## src/rtl/clint_mh.sv

```systemverilog
// Multi-hart core-local interruptor: shared 64-bit mtime, per-hart mtimecmp/msip,
// exposed as a single address-decoded register slave with a one-cycle busy handshake.
module clint_mh #(
    parameter int NHARTS   = 2,
    parameter int PRESCALE = 1,
    parameter int ADDR_W   = 16
) (
    input  logic              CLK,
    input  logic              nRST,
    input  logic              ren,
    input  logic              wen,
    input  logic [ADDR_W-1:0] addr,
    input  logic [31:0]       wdata,
    output logic [31:0]       rdata,
    output logic              busy,
    output logic              addr_err,
    output logic [NHARTS-1:0] timer_int,
    output logic [NHARTS-1:0] soft_int
);

    localparam int PW = (PRESCALE > 1) ? $clog2(PRESCALE) : 1;
    localparam int HW = (NHARTS > 1) ? $clog2(NHARTS) : 1;
    localparam logic [PW-1:0] PRESC_MAX = PW'(PRESCALE - 1);

    typedef enum logic {
        IDLE_S = 1'b0,
        RESP_S = 1'b1
    } state_t;

    state_t            state_r;
    logic [63:0]       mtime_r;
    logic [PW-1:0]     presc_r;
    logic [63:0]       mtimecmp_r [NHARTS];
    logic [NHARTS-1:0] msip_r;
    logic [NHARTS-1:0] timer_int_r;
    logic [31:0]       rdata_r;
    logic              addr_err_r;

    logic [31:0]       addr_s;
    logic [HW-1:0]     hart_s;
    logic              sel_msip_s;
    logic              sel_cmp_s;
    logic              sel_mtime_s;
    logic              hi_s;
    logic              hit_s;
    logic [31:0]       rd_val_s;
    logic              do_acc_s;
    logic              do_wr_s;
    logic              tick_s;

    assign addr_s   = 32'(addr);
    assign do_acc_s = (state_r == IDLE_S) && (ren || wen);
    assign do_wr_s  = do_acc_s && wen;
    assign tick_s   = (presc_r == PRESC_MAX);
    assign hit_s    = sel_msip_s || sel_cmp_s || sel_mtime_s;

    // Address decode: region select, hart index and word half
    always_comb begin
        sel_msip_s  = 1'b0;
        sel_cmp_s   = 1'b0;
        sel_mtime_s = 1'b0;
        hi_s        = 1'b0;
        hart_s      = '0;
        if (addr_s[1:0] != 2'b00) begin
            sel_msip_s = 1'b0;
        end else if (addr_s < 32'(4 * NHARTS)) begin
            sel_msip_s = 1'b1;
            hart_s     = addr_s[2 +: HW];
        end else if ((addr_s >= 32'h0000_4000) && (addr_s < (32'h0000_4000 + 32'(8 * NHARTS)))) begin
            sel_cmp_s = 1'b1;
            hart_s    = addr_s[3 +: HW];
            hi_s      = addr_s[2];
        end else if ((addr_s == 32'h0000_BFF8) || (addr_s == 32'h0000_BFFC)) begin
            sel_mtime_s = 1'b1;
            hi_s        = addr_s[2];
        end else begin
            sel_mtime_s = 1'b0;
        end
    end

    // Read data mux over the currently held register values
    always_comb begin
        rd_val_s = 32'h0000_0000;
        if (sel_msip_s) begin
            rd_val_s = {31'h0000_0000, msip_r[hart_s]};
        end else if (sel_cmp_s) begin
            rd_val_s = hi_s ? mtimecmp_r[hart_s][63:32] : mtimecmp_r[hart_s][31:0];
        end else if (sel_mtime_s) begin
            rd_val_s = hi_s ? mtime_r[63:32] : mtime_r[31:0];
        end else begin
            rd_val_s = 32'h0000_0000;
        end
    end

    // Prescaler and mtime; a bus write to mtime wins over the increment and restarts the count
    always_ff @(posedge CLK or negedge nRST) begin
        if (!nRST) begin
            mtime_r <= 64'h0;
            presc_r <= '0;
        end else if (do_wr_s && sel_mtime_s) begin
            presc_r <= '0;
            if (hi_s) begin
                mtime_r[63:32] <= wdata;
            end else begin
                mtime_r[31:0] <= wdata;
            end
        end else if (tick_s) begin
            mtime_r <= mtime_r + 64'd1;
            presc_r <= '0;
        end else begin
            presc_r <= presc_r + PW'(1);
        end
    end

    // Per-hart mtimecmp and msip registers
    always_ff @(posedge CLK or negedge nRST) begin
        if (!nRST) begin
            for (int h = 0; h < NHARTS; h++) begin
                mtimecmp_r[h] <= 64'hFFFF_FFFF_FFFF_FFFF;
            end
            msip_r <= '0;
        end else if (do_wr_s && sel_cmp_s) begin
            if (hi_s) begin
                mtimecmp_r[hart_s][63:32] <= wdata;
            end else begin
                mtimecmp_r[hart_s][31:0] <= wdata;
            end
        end else if (do_wr_s && sel_msip_s) begin
            msip_r[hart_s] <= wdata[0];
        end else begin
            msip_r <= msip_r;
        end
    end

    // Timer interrupt follows the unsigned compare of the current register values
    always_ff @(posedge CLK or negedge nRST) begin
        if (!nRST) begin
            timer_int_r <= '0;
        end else begin
            for (int h = 0; h < NHARTS; h++) begin
                timer_int_r[h] <= (mtime_r >= mtimecmp_r[h]);
            end
        end
    end

    // Handshake FSM: access at the IDLE edge, response held for one RESP cycle
    always_ff @(posedge CLK or negedge nRST) begin
        if (!nRST) begin
            state_r    <= IDLE_S;
            rdata_r    <= 32'h0000_0000;
            addr_err_r <= 1'b0;
        end else begin
            case (state_r)
                IDLE_S: begin
                    if (ren || wen) begin
                        state_r    <= RESP_S;
                        rdata_r    <= wen ? 32'h0000_0000 : rd_val_s;
                        addr_err_r <= !hit_s;
                    end else begin
                        addr_err_r <= 1'b0;
                    end
                end
                RESP_S: begin
                    state_r    <= IDLE_S;
                    addr_err_r <= 1'b0;
                end
                default: begin
                    state_r    <= IDLE_S;
                    addr_err_r <= 1'b0;
                end
            endcase
        end
    end

    assign busy      = do_acc_s;
    assign rdata     = rdata_r;
    assign addr_err  = addr_err_r;
    assign timer_int = timer_int_r;
    assign soft_int  = msip_r;

endmodule

```

## config.mk

```make
export PLATFORM = sky130hd
export DESIGN_NAME = clint_mh
export DESIGN_NICKNAME = d
export VERILOG_FILES = /design/src/rtl/clint_mh.sv
export SDC_FILE = /design/constraint.sdc
export NUM_CORES = 1
export LEC_CHECK = 0
export CORE_MARGIN = 3
export CORE_UTILIZATION = 35
export DETAILED_ROUTE_END_ITERATION = 8
export SETUP_SLACK_MARGIN = 0.3
export SLEW_MARGIN = 20
export SYNTH_ARGS = -nofsm -noshare
export SYNTH_HDL_FRONTEND = slang
export SYNTH_SLANG_ARGS = --single-unit
```

## constraint.sdc

```tcl
create_clock -name CLK -period 5.5 [get_ports CLK]
set_clock_uncertainty 0.1 [all_clocks]
set_input_delay 0.825 -clock CLK [delete_from_list [all_inputs] [get_ports CLK]]
set_output_delay 0.825 -clock CLK [all_outputs]
set_load 0.005 [all_outputs]
```

==> reports/results.ini, run 1 <==
[power_and_ir_drop]
p_clk_share_pct=49.4
p_switching_uw=966
switching_share_pct=24.9
powerDensity_mw_per_mm2=225
p_int_mw=2.92
peakVddDrop_v=0.000269
p_comb_share_pct=5.8
sequentialPowerShare_pct=44.8
p_leak_nw=7.02

[timing]
relSlewSlack_pct=28.6
fin_tns_setup_ns=0
setup_violations=0
fin_crit_ns=3.91
period_share_pct=71.1
max_slew.worst_pin.slew_ns=1.07
final_hold_viol_count=0
setup_slack_ns=1.59
slew_viol_final=0
rsz0062_at_grt=no
max_freq_mhz=256

[cells_and_area]
insertedDiodeCount=0
synthToLayoutAreaGrowth_pct=16.4
finish.utilization_pct=41.7
design_area_mm2=0.0172
fin_nets=1871
drive_gt1_share_pct=18.9

[min_path]
min_path_type=in -> async

[grt]
grt_pass1_vias=13000
grt_max_degree=137
grt_antenna_before_repair=0
grt_pass1_wl_mm=77.5
grt.overflow.total=0
track_usage_pct=22.0

[routing]
wl_per_cell_um=22.0
vias=13100
dr.pass1.iters=6
drc_errors=0
ant_nets=0
drt_iter0_drc=1166
viasPerCell=5.81
wl_mm=49.5

[worst_setup_path]
critPathCaptureType=flip-flop
rr_startpoint=mtimecmp_r[118]
required_ns=5.89
reg2reg_to=timer_int[0]
r2r_cells=6
critPathLaunchType=input port
cp_max_fo=16
cp.arrival_ns=4.30
path_class=in -> reg
r2r_slack_ns=2.42

[clocking]
clock-sinks=230
cts_hold_buffers=0
clockBufferDepth=3
cts_resized=0
root_buffer=clkbuf_16
htreeDepth=1
cts_tree=built
cts.clk_slew.worst_paths_ns=0.06
post-cts-setup-buffers=0
clock_latency_ns=0.59
cts_buffers=29

[synthesis]
synthFlopType=dfstp_2
ys_warn_count=0
ys_ff_latch=230
synth_edf_count=0
ys_types=68
syn_inst=1617
synth_area_leader_cell=dfstp_2
synth.cell_area_mm2=0.0148
async_flop_share_pct=100
yosys.area.top_type_share_pct=22.7
synth_nets=1798
synth_area_leaders=dfstp_2, dfrtp_1, ha_1
syn_area_per_cell_um2=9.16
yosysSeqAreaShare_pct=39.9

[run]
cap_violations=0

[status]
status=finished, final reports clean

[floorplan]
start_util_pct=35.9
dieHeight_um=212
coreArea_mm2=0.0413
die_x_um=212
io_pins=90
rows=74
die-area_mm2=0.0448

[placement]
place_ws_ns=1.07
gp_congestion=0.910
dp_hpwl_mm=35.1
dpl_cell_area_mm2=0.0163
portBuffers=89

[layout make-up]
cell class | count | area, um^2
inverters | 143 | 537
fillers | 4086 | 24100
well taps | 532 | 666
clock inverters | 10 | 124
multi-input cells | 1166 | 8030
clock buffers | 44 | 822
repair buffers | 120 | 1140
flip-flops and latches | 230 | 5920
[logic make-up (layout without fill, tap and decap cells)]
logic type | count (synthesis) | after routing | synth area share, %
DFF | 230 | 230 | 39.9
muxes | 108 | 108 | 8.12
AOI/OAI and AO/OA | 423 | 423 | 18.9
buffers and inverters | 221 | 317 | 6.02
adders and majority gates | 129 | 129 | 10.9
and+or+nand+nor | 506 | 506 | 16.1
[cell usage after synthesis, types with 11 or more instances]
library cell	count
a211oi_1	65
a21oi_1	69
a22oi_1	32
and3_1	18
and4_1	11
buf_2	26
clkbuf_1	46
dfrtp_1	102
dfstp_2	128
ha_1	129
inv_1	143
mux2_2	95
mux2i_1	11
nand2_1	182
nand3_1	44
nand4_1	34
nor2_1	120
nor3_1	38
nor4_1	18
o21ai_0	119
o21ai_1	16
o221ai_1	24
o22ai_1	11
[worst max-delay path by stage]
stage | startpoint | endpoint | slack, ns | cells past startpoint
2_1_floorplan | addr[14] | mtime_r[21] | 2.51 | 6
3_3_place_gp | addr[14] | rdata[30] | 1.17 | 7
3_5_place_dp | addr[14] | rdata[23] | 1.07 | 7
4_1_cts | addr[14] | rdata[30] | 1.67 | 7
5_1_grt | addr[14] | rdata[27] | 1.42 | 7
6_report | addr[14] | rdata[30] | 1.59 | 7
[stage by stage]
step,instances,hold slack [ns],power (mW)
after global routing,2245,0.212,4.02
after global placement,2191,0.378,1.99
after detailed placement,2191,0.384,1.99
after CTS,2245,0.201,3.92
after floorplan,1617,0.365,1.84
final,2245,0.156,3.88
[power by group through the flow]
stage          Combinational (mW)  Sequential [mW]  Clock [mW]
2_1_floorplan              0.0805             1.75           0
3_3_place_gp                0.223             1.77           0
3_5_place_dp                0.224             1.77           0
4_1_cts                     0.226             1.74        1.95
5_1_grt                     0.251             1.74        2.02
6_report                    0.225             1.74        1.92
[registers in the layout (all words and copies together), names as in the netlist]
register,count
addr_err,1
mtime_r,64
mtimecmp_r,128
rdata,32
soft_int,2
state_r,1
timer_int,2
[critical path: stages]
cell,delay [ns]
clkdlybuf4s50_1,0.55
or3_1,0.46
nor4_1,0.81
and2_1,0.95
buf_4,0.46
a22oi_1,0.11
o21ai_0,0.11
[routing by layer]
metal	vias to the layer above	share of wire, %	global-route usage [%]	routed length [um]
met4	0	3.1	7.71	1540
li1	6057	-	-	-
met5	-	0	0	0
met1	6429	46	31.5	22600
met3	100	6.5	3.02	3210
met2	467	45	34.3	22100
[cells in the final DEF, fill, tap and decap left out, types with 16 or more instances in the layout]
master             n
nand3_1           43
o221ai_1          24
a21oi_1           69
clkbuf_16         29
ha_1             129
clkdlybuf4s50_1   88
and3_1            18
nand4_1           34
nor2_1           120
nor3_1            38
buf_4             30
inv_1            143
mux2_2            95
o21ai_0          119
o21ai_1           16
a211oi_1          65
dfstp_2          128
dfrtp_1          102
nor4_1            18
nand2_1          182
a22oi_1           32
Note: power is estimated with default switching activity, not from simulation.
==> run 2, diff against run 1 <==
==> constraint.sdc (replaced) <==
create_clock -name CLK -period 3.6 [get_ports CLK]
set_clock_uncertainty 0.1 [all_clocks]
set_input_delay 0.54 -clock CLK [delete_from_list [all_inputs] [get_ports CLK]]
set_output_delay 0.54 -clock CLK [all_outputs]
set_load 0.005 [all_outputs]
==> run 2 against run 1 <==
  * Sequential power rose by 53%
  * Critical endpoint is now timer_int[1]
  * Non-clock buffer count rose by 38
  * Routed wire length rose by 0.82%
  * Register-to-register slack got worse by 2.0 ns
  * Utilization rose by 1.0 points
  * Final cell count rose by 1.6%
==> reports/results.ini, run 2 (synthesis gave the netlist of run 1 again) <==
[routing]
vias=13100
drc_errors=0
dr.pass1.iters=5
wl_mm=49.9
viasPerCell=5.73
wl_per_cell_um=21.9
ant_nets=0
drt_iter0_drc=1109

[timing]
rsz0062_at_grt=no
max_freq_mhz=310
relSlewSlack_pct=44.8
period_share_pct=89.5
fin_crit_ns=3.22
max_slew.worst_pin.slew_ns=0.818
fin_tns_setup_ns=0
setup_violations=0
final_hold_viol_count=0
slew_viol_final=0
holdWs_ns=0.390

[clocking]
cts_tree=built
htreeDepth=1
clockBufferDepth=3
cts_resized=0
root_buffer=clkbuf_16
clock-sinks=230
cts.clk_slew.worst_paths_ns=0.06
clock_latency_ns=0.57
cts_buffers=28

[worst_setup_path]
r2r_slack_ns=0.38
cp.arrival_ns=3.51
required_ns=3.89
critPathLaunchType=flip-flop
crit_chain=inv_1 > ha_1 > nand4_1 > or4_1 > o211ai_1 > a2111oi_0 > o31ai_1
cp_max_fo=3
critPathCaptureType=flip-flop
slowest_stage=or4_1
path_class=reg -> reg
crit_family=compound AO/OA/AOI/OAI gates
cpPeakStageDelay_ns=0.68
path_buf_inv=1

[floorplan]
rows=74
die-area_mm2=0.0448
dieHeight_um=212
die_x_um=212
io_pins=90
start_util_pct=35.9
coreArea_mm2=0.0413

[cells_and_area]
max_flop_register=mtimecmp_r
final_cell_mix=nand2_1, inv_1, ha_1
finish.utilization_pct=42.8
fin_cells=2281
final_common_cell=nand2_1
fin_nets=1908
drive_gt1_share_pct=20.8
largest_register_ffs=128
insertedDiodeCount=0
synthToLayoutAreaGrowth_pct=19.2

[power_and_ir_drop]
peakVddDrop_v=0.000355
p_leak_nw=7.26
p_total_mw=5.99
powerDensity_mw_per_mm2=339

[placement]
dp_hpwl_mm=37.0
portBuffers=89
gp_congestion=0.919
dp_cells=2228

[status]
status=finished, final reports clean

[grt]
use_met2_pct=35.0
grtUsageMet1_pct=30.6
grt_busiest_layer=met2
met3_usage_pct=3.91
grt_max_degree=96
grt_pass1_wl_mm=77.3
grt.overflow.total=0
grt_antenna_before_repair=0
grt_pass1_vias=13100
track_usage_pct=22.2

[run]
cap_violations=0

[min_path]
min_path_type=reg -> reg

## run 2: cell types whose count changed in the layout (fill, tap and decap cells not counted), sizes merged
cell	change
buf	+37
bufinv	+1
dlygate4sd3	+1
clkinv	+4
clkinvlp	-1
inv	-2
clkbuf	-4
## run 2: path summary, 6_finish.rpt
check | start | end | depth (start not counted)
min | mtimecmp_r[12] | mtimecmp_r[12] | 2
min reg2reg | mtimecmp_r[12] | mtimecmp_r[12] | 2
min in group asynchronous | nRST | rdata[9] | 2
max | mtimecmp_r[14] | timer_int[1] | 7
max reg2reg | mtimecmp_r[14] | timer_int[1] | 7
max in group asynchronous | nRST | mtimecmp_r[56] | 3
## run 2: cell type report
type | count | area [um^2]
clock buffer | 40 | 828
inverter | 143 | 537
clock inverter | 12 | 135
tap | 532 | 666
fill | 4088 | 23600
multi-input combinational | 1166 | 8020
timing repair buffer | 158 | 1550
sequential | 230 | 5920
## run 2: per-layer routing
metal / part of all wire (%) / vias up
met2: 45 / 435
met5: 0 / -
met1: 45 / 6402
met3: 6.9 / 92
li1: - / 6131
met4: 3.3 / 0
## run 2: what timing repair did
item                                   in CTS  in global routing
endpoints found under the hold margin      20                  0
setup buffers                               0                  0
hold buffers                                1                  0
## run 2: stage by stage
| step | worst slack [ns] | cell area (um^2) |
|---|---|---|
| floorplan | 0.894 | 14800 |
| global placement | 0.188 | 16700 |
| detailed placement | 0.192 | 16700 |
| CTS | 0.492 | 17700 |
| global route | 0.353 | 17700 |
| finish | 0.379 | 17700 |
## run 2: power by group
part | internal (mW) | switching, mW | total, mW
Sequential | 2.61 | 0.0455 | 2.66
Combinational | 0.124 | 0.226 | 0.351
Clock | 1.81 | 1.18 | 2.98
Total | 4.54 | 1.45 | 5.99
## run 2: worst reg2reg max path: cells and delay by family, from the launching register on
family          cells  cell delay, ns
fa+ha+maj           1            0.32
flops               1            0.54
simple gates        2            1.01
buf+inv             1            0.04
compound gates      3            1.04
==> run 3, diff against run 2 <==
==> config.mk (replaced) <==
export PLATFORM = sky130hd
export DESIGN_NAME = clint_mh
export DESIGN_NICKNAME = d
export VERILOG_FILES = /design/src/rtl/clint_mh.sv
export SDC_FILE = /design/constraint.sdc
export NUM_CORES = 1
export LEC_CHECK = 0
export CORE_UTILIZATION = 45
export DETAILED_ROUTE_END_ITERATION = 8
export SETUP_SLACK_MARGIN = 0.3
export SLEW_MARGIN = 30
export SYNTH_ARGS = -nofsm -noshare
export SYNTH_HDL_FRONTEND = slang
export SYNTH_SLANG_ARGS = --single-unit
==> run 3 against run 2 <==
  * Hold slack better by 0.0040 ns
  * Sequential share of layout area is 0.36 points higher
  * Sequential power hardly changed
==> reports/results.ini, run 3 (synthesis gave the netlist of run 1 again) <==
[status]
status=finished, final reports clean

[floorplan]
rows=66
start_util_pct=45.6
coreArea_mm2=0.0325
die_x_um=183
io_pins=90
dieHeight_um=183
die-area_mm2=0.0336

[timing]
holdWs_ns=0.394
fin_crit_ns=3.13
slew_viol_final=0
max_freq_mhz=320
period_share_pct=86.9
setup_slack_ns=0.472
relSlewSlack_pct=37.8
setup_violations=0
final_hold_viol_count=0
max_slew.worst_pin.slew_ns=0.925
rsz0062_at_grt=no
fin_tns_setup_ns=0

[routing]
viasPerCell=6.03
wl_per_cell_um=22.2
vias=13200
drc_errors=0
dr.pass1.iters=7
drt_iter0_drc=1073
ant_nets=0
wl_mm=48.5

[placement]
place_ws_ns=0.226
dp_hpwl_mm=35.4
portBuffers=89
gp_congestion=0.916
dpl_cell_area_mm2=0.0165

[grt]
grt_pass1_wl_mm=75.5
grt_max_degree=79
track_usage_pct=29.1
grt_antenna_before_repair=2
grt.overflow.total=0
grt_pass1_vias=13000

[worst_setup_path]
crit_chain=inv_1 > ha_1 > nand4_1 > or4_1 > o211ai_1 > a2111oi_0 > o31ai_1
required_ns=3.90
cpPeakStageDelay_ns=0.71
path_class=reg -> reg
slowest_stage=or4_1
critPathLaunchType=flip-flop
path_buf_inv=1
r2r_cells=7
crit_family=simple AND/OR/NAND/NOR gates
critPathCaptureType=flip-flop
cp_max_fo=3
cp.arrival_ns=3.43
path_depth=7

[cells_and_area]
drive_gt1_share_pct=20.6
fillers=3027
fin_nets=1905
design_area_mm2=0.0175
max_flop_register=mtimecmp_r
final_common_cell=nand2_1
synthToLayoutAreaGrowth_pct=18.0
largest_register_ffs=128
final_cell_mix=nand2_1, inv_1, ha_1

[clocking]
root_buffer=clkbuf_16
clockBufferDepth=3
clock-sinks=230
cts.clk_slew.worst_paths_ns=0.06
cts_buffers=28
clock_latency_ns=0.56
htreeDepth=1
cts_tree=built

[min_path]
min_path_cells=2
min_path_type=reg -> reg

[power_and_ir_drop]
p_leak_nw=7.21
peakVddDrop_v=0.000301
p_total_mw=5.91
powerDensity_mw_per_mm2=338

[run]
cap_violations=0

## run 3: worst reg2reg max path, stage by stage, from the launching register on
cell,delay [ns]
dfstp_2,0.55
inv_1,0.05
ha_1,0.30
nand4_1,0.29
or4_1,0.71
o211ai_1,0.27
a2111oi_0,0.23
o31ai_1,0.48
## run 3: repair_timing
item,CTS,global route
hold buffers,1,0
endpoints found under the setup margin,0,1
setup buffers,0,0
hold endpoints to repair,44,0
gates resized for setup,0,1
## run 3: power breakdown
| part | internal, mW | switching [mW] |
|---|---|---|
| clock | 1.72 | 1.17 |
| sequential | 2.61 | 0.0302 |
| combinational | 0.137 | 0.239 |
## run 3: per-layer routing
metal | vias to the layer above | wire length, um | track usage [%]
li1 | 6147 | - | -
met4 | 2 | 1250 | 8.20
met1 | 6521 | 22100 | 40.8
met3 | 83 | 2960 | 3.94
met5 | - | 18 | 0
met2 | 453 | 22200 | 47.0
## run 3: through the flow
| stage | util (%) | instances |
|---|---|---|
| 2_1_floorplan | - | 1617 |
| 3_5_place_dp | 50.9 | 2135 |
| 5_1_grt | 53.8 | 2188 |
| 4_1_cts | 53.8 | 2188 |
| 3_3_place_gp | 50.9 | 2135 |
| 6_report | 53.8 | 2189 |
## run 3: final cells by class
class	instances	area [um^2]	share of cell area [%]
Timing Repair Buffer	155	1510	8.62
Sequential cell	230	5920	33.9
Antenna cell	1	2.50	0.0143
Multi-Input combinational cell	1166	8030	45.9
Tap cell	442	553	3.17
Inverter	143	537	3.07
Clock buffer	42	825	4.72
Clock inverter	10	109	0.623
## run 3: final timing paths
kind                       slack [ns]            from             end
hold reg to reg                  0.39  mtimecmp_r[12]  mtimecmp_r[12]
max in group asynchronous        2.06            nRST  mtimecmp_r[97]
hold / removal                   0.39  mtimecmp_r[12]  mtimecmp_r[12]
setup reg to reg                 0.47  mtimecmp_r[14]    timer_int[1]
min in group asynchronous        0.47            nRST       rdata[10]
setup / recovery                 0.47  mtimecmp_r[14]    timer_int[1]
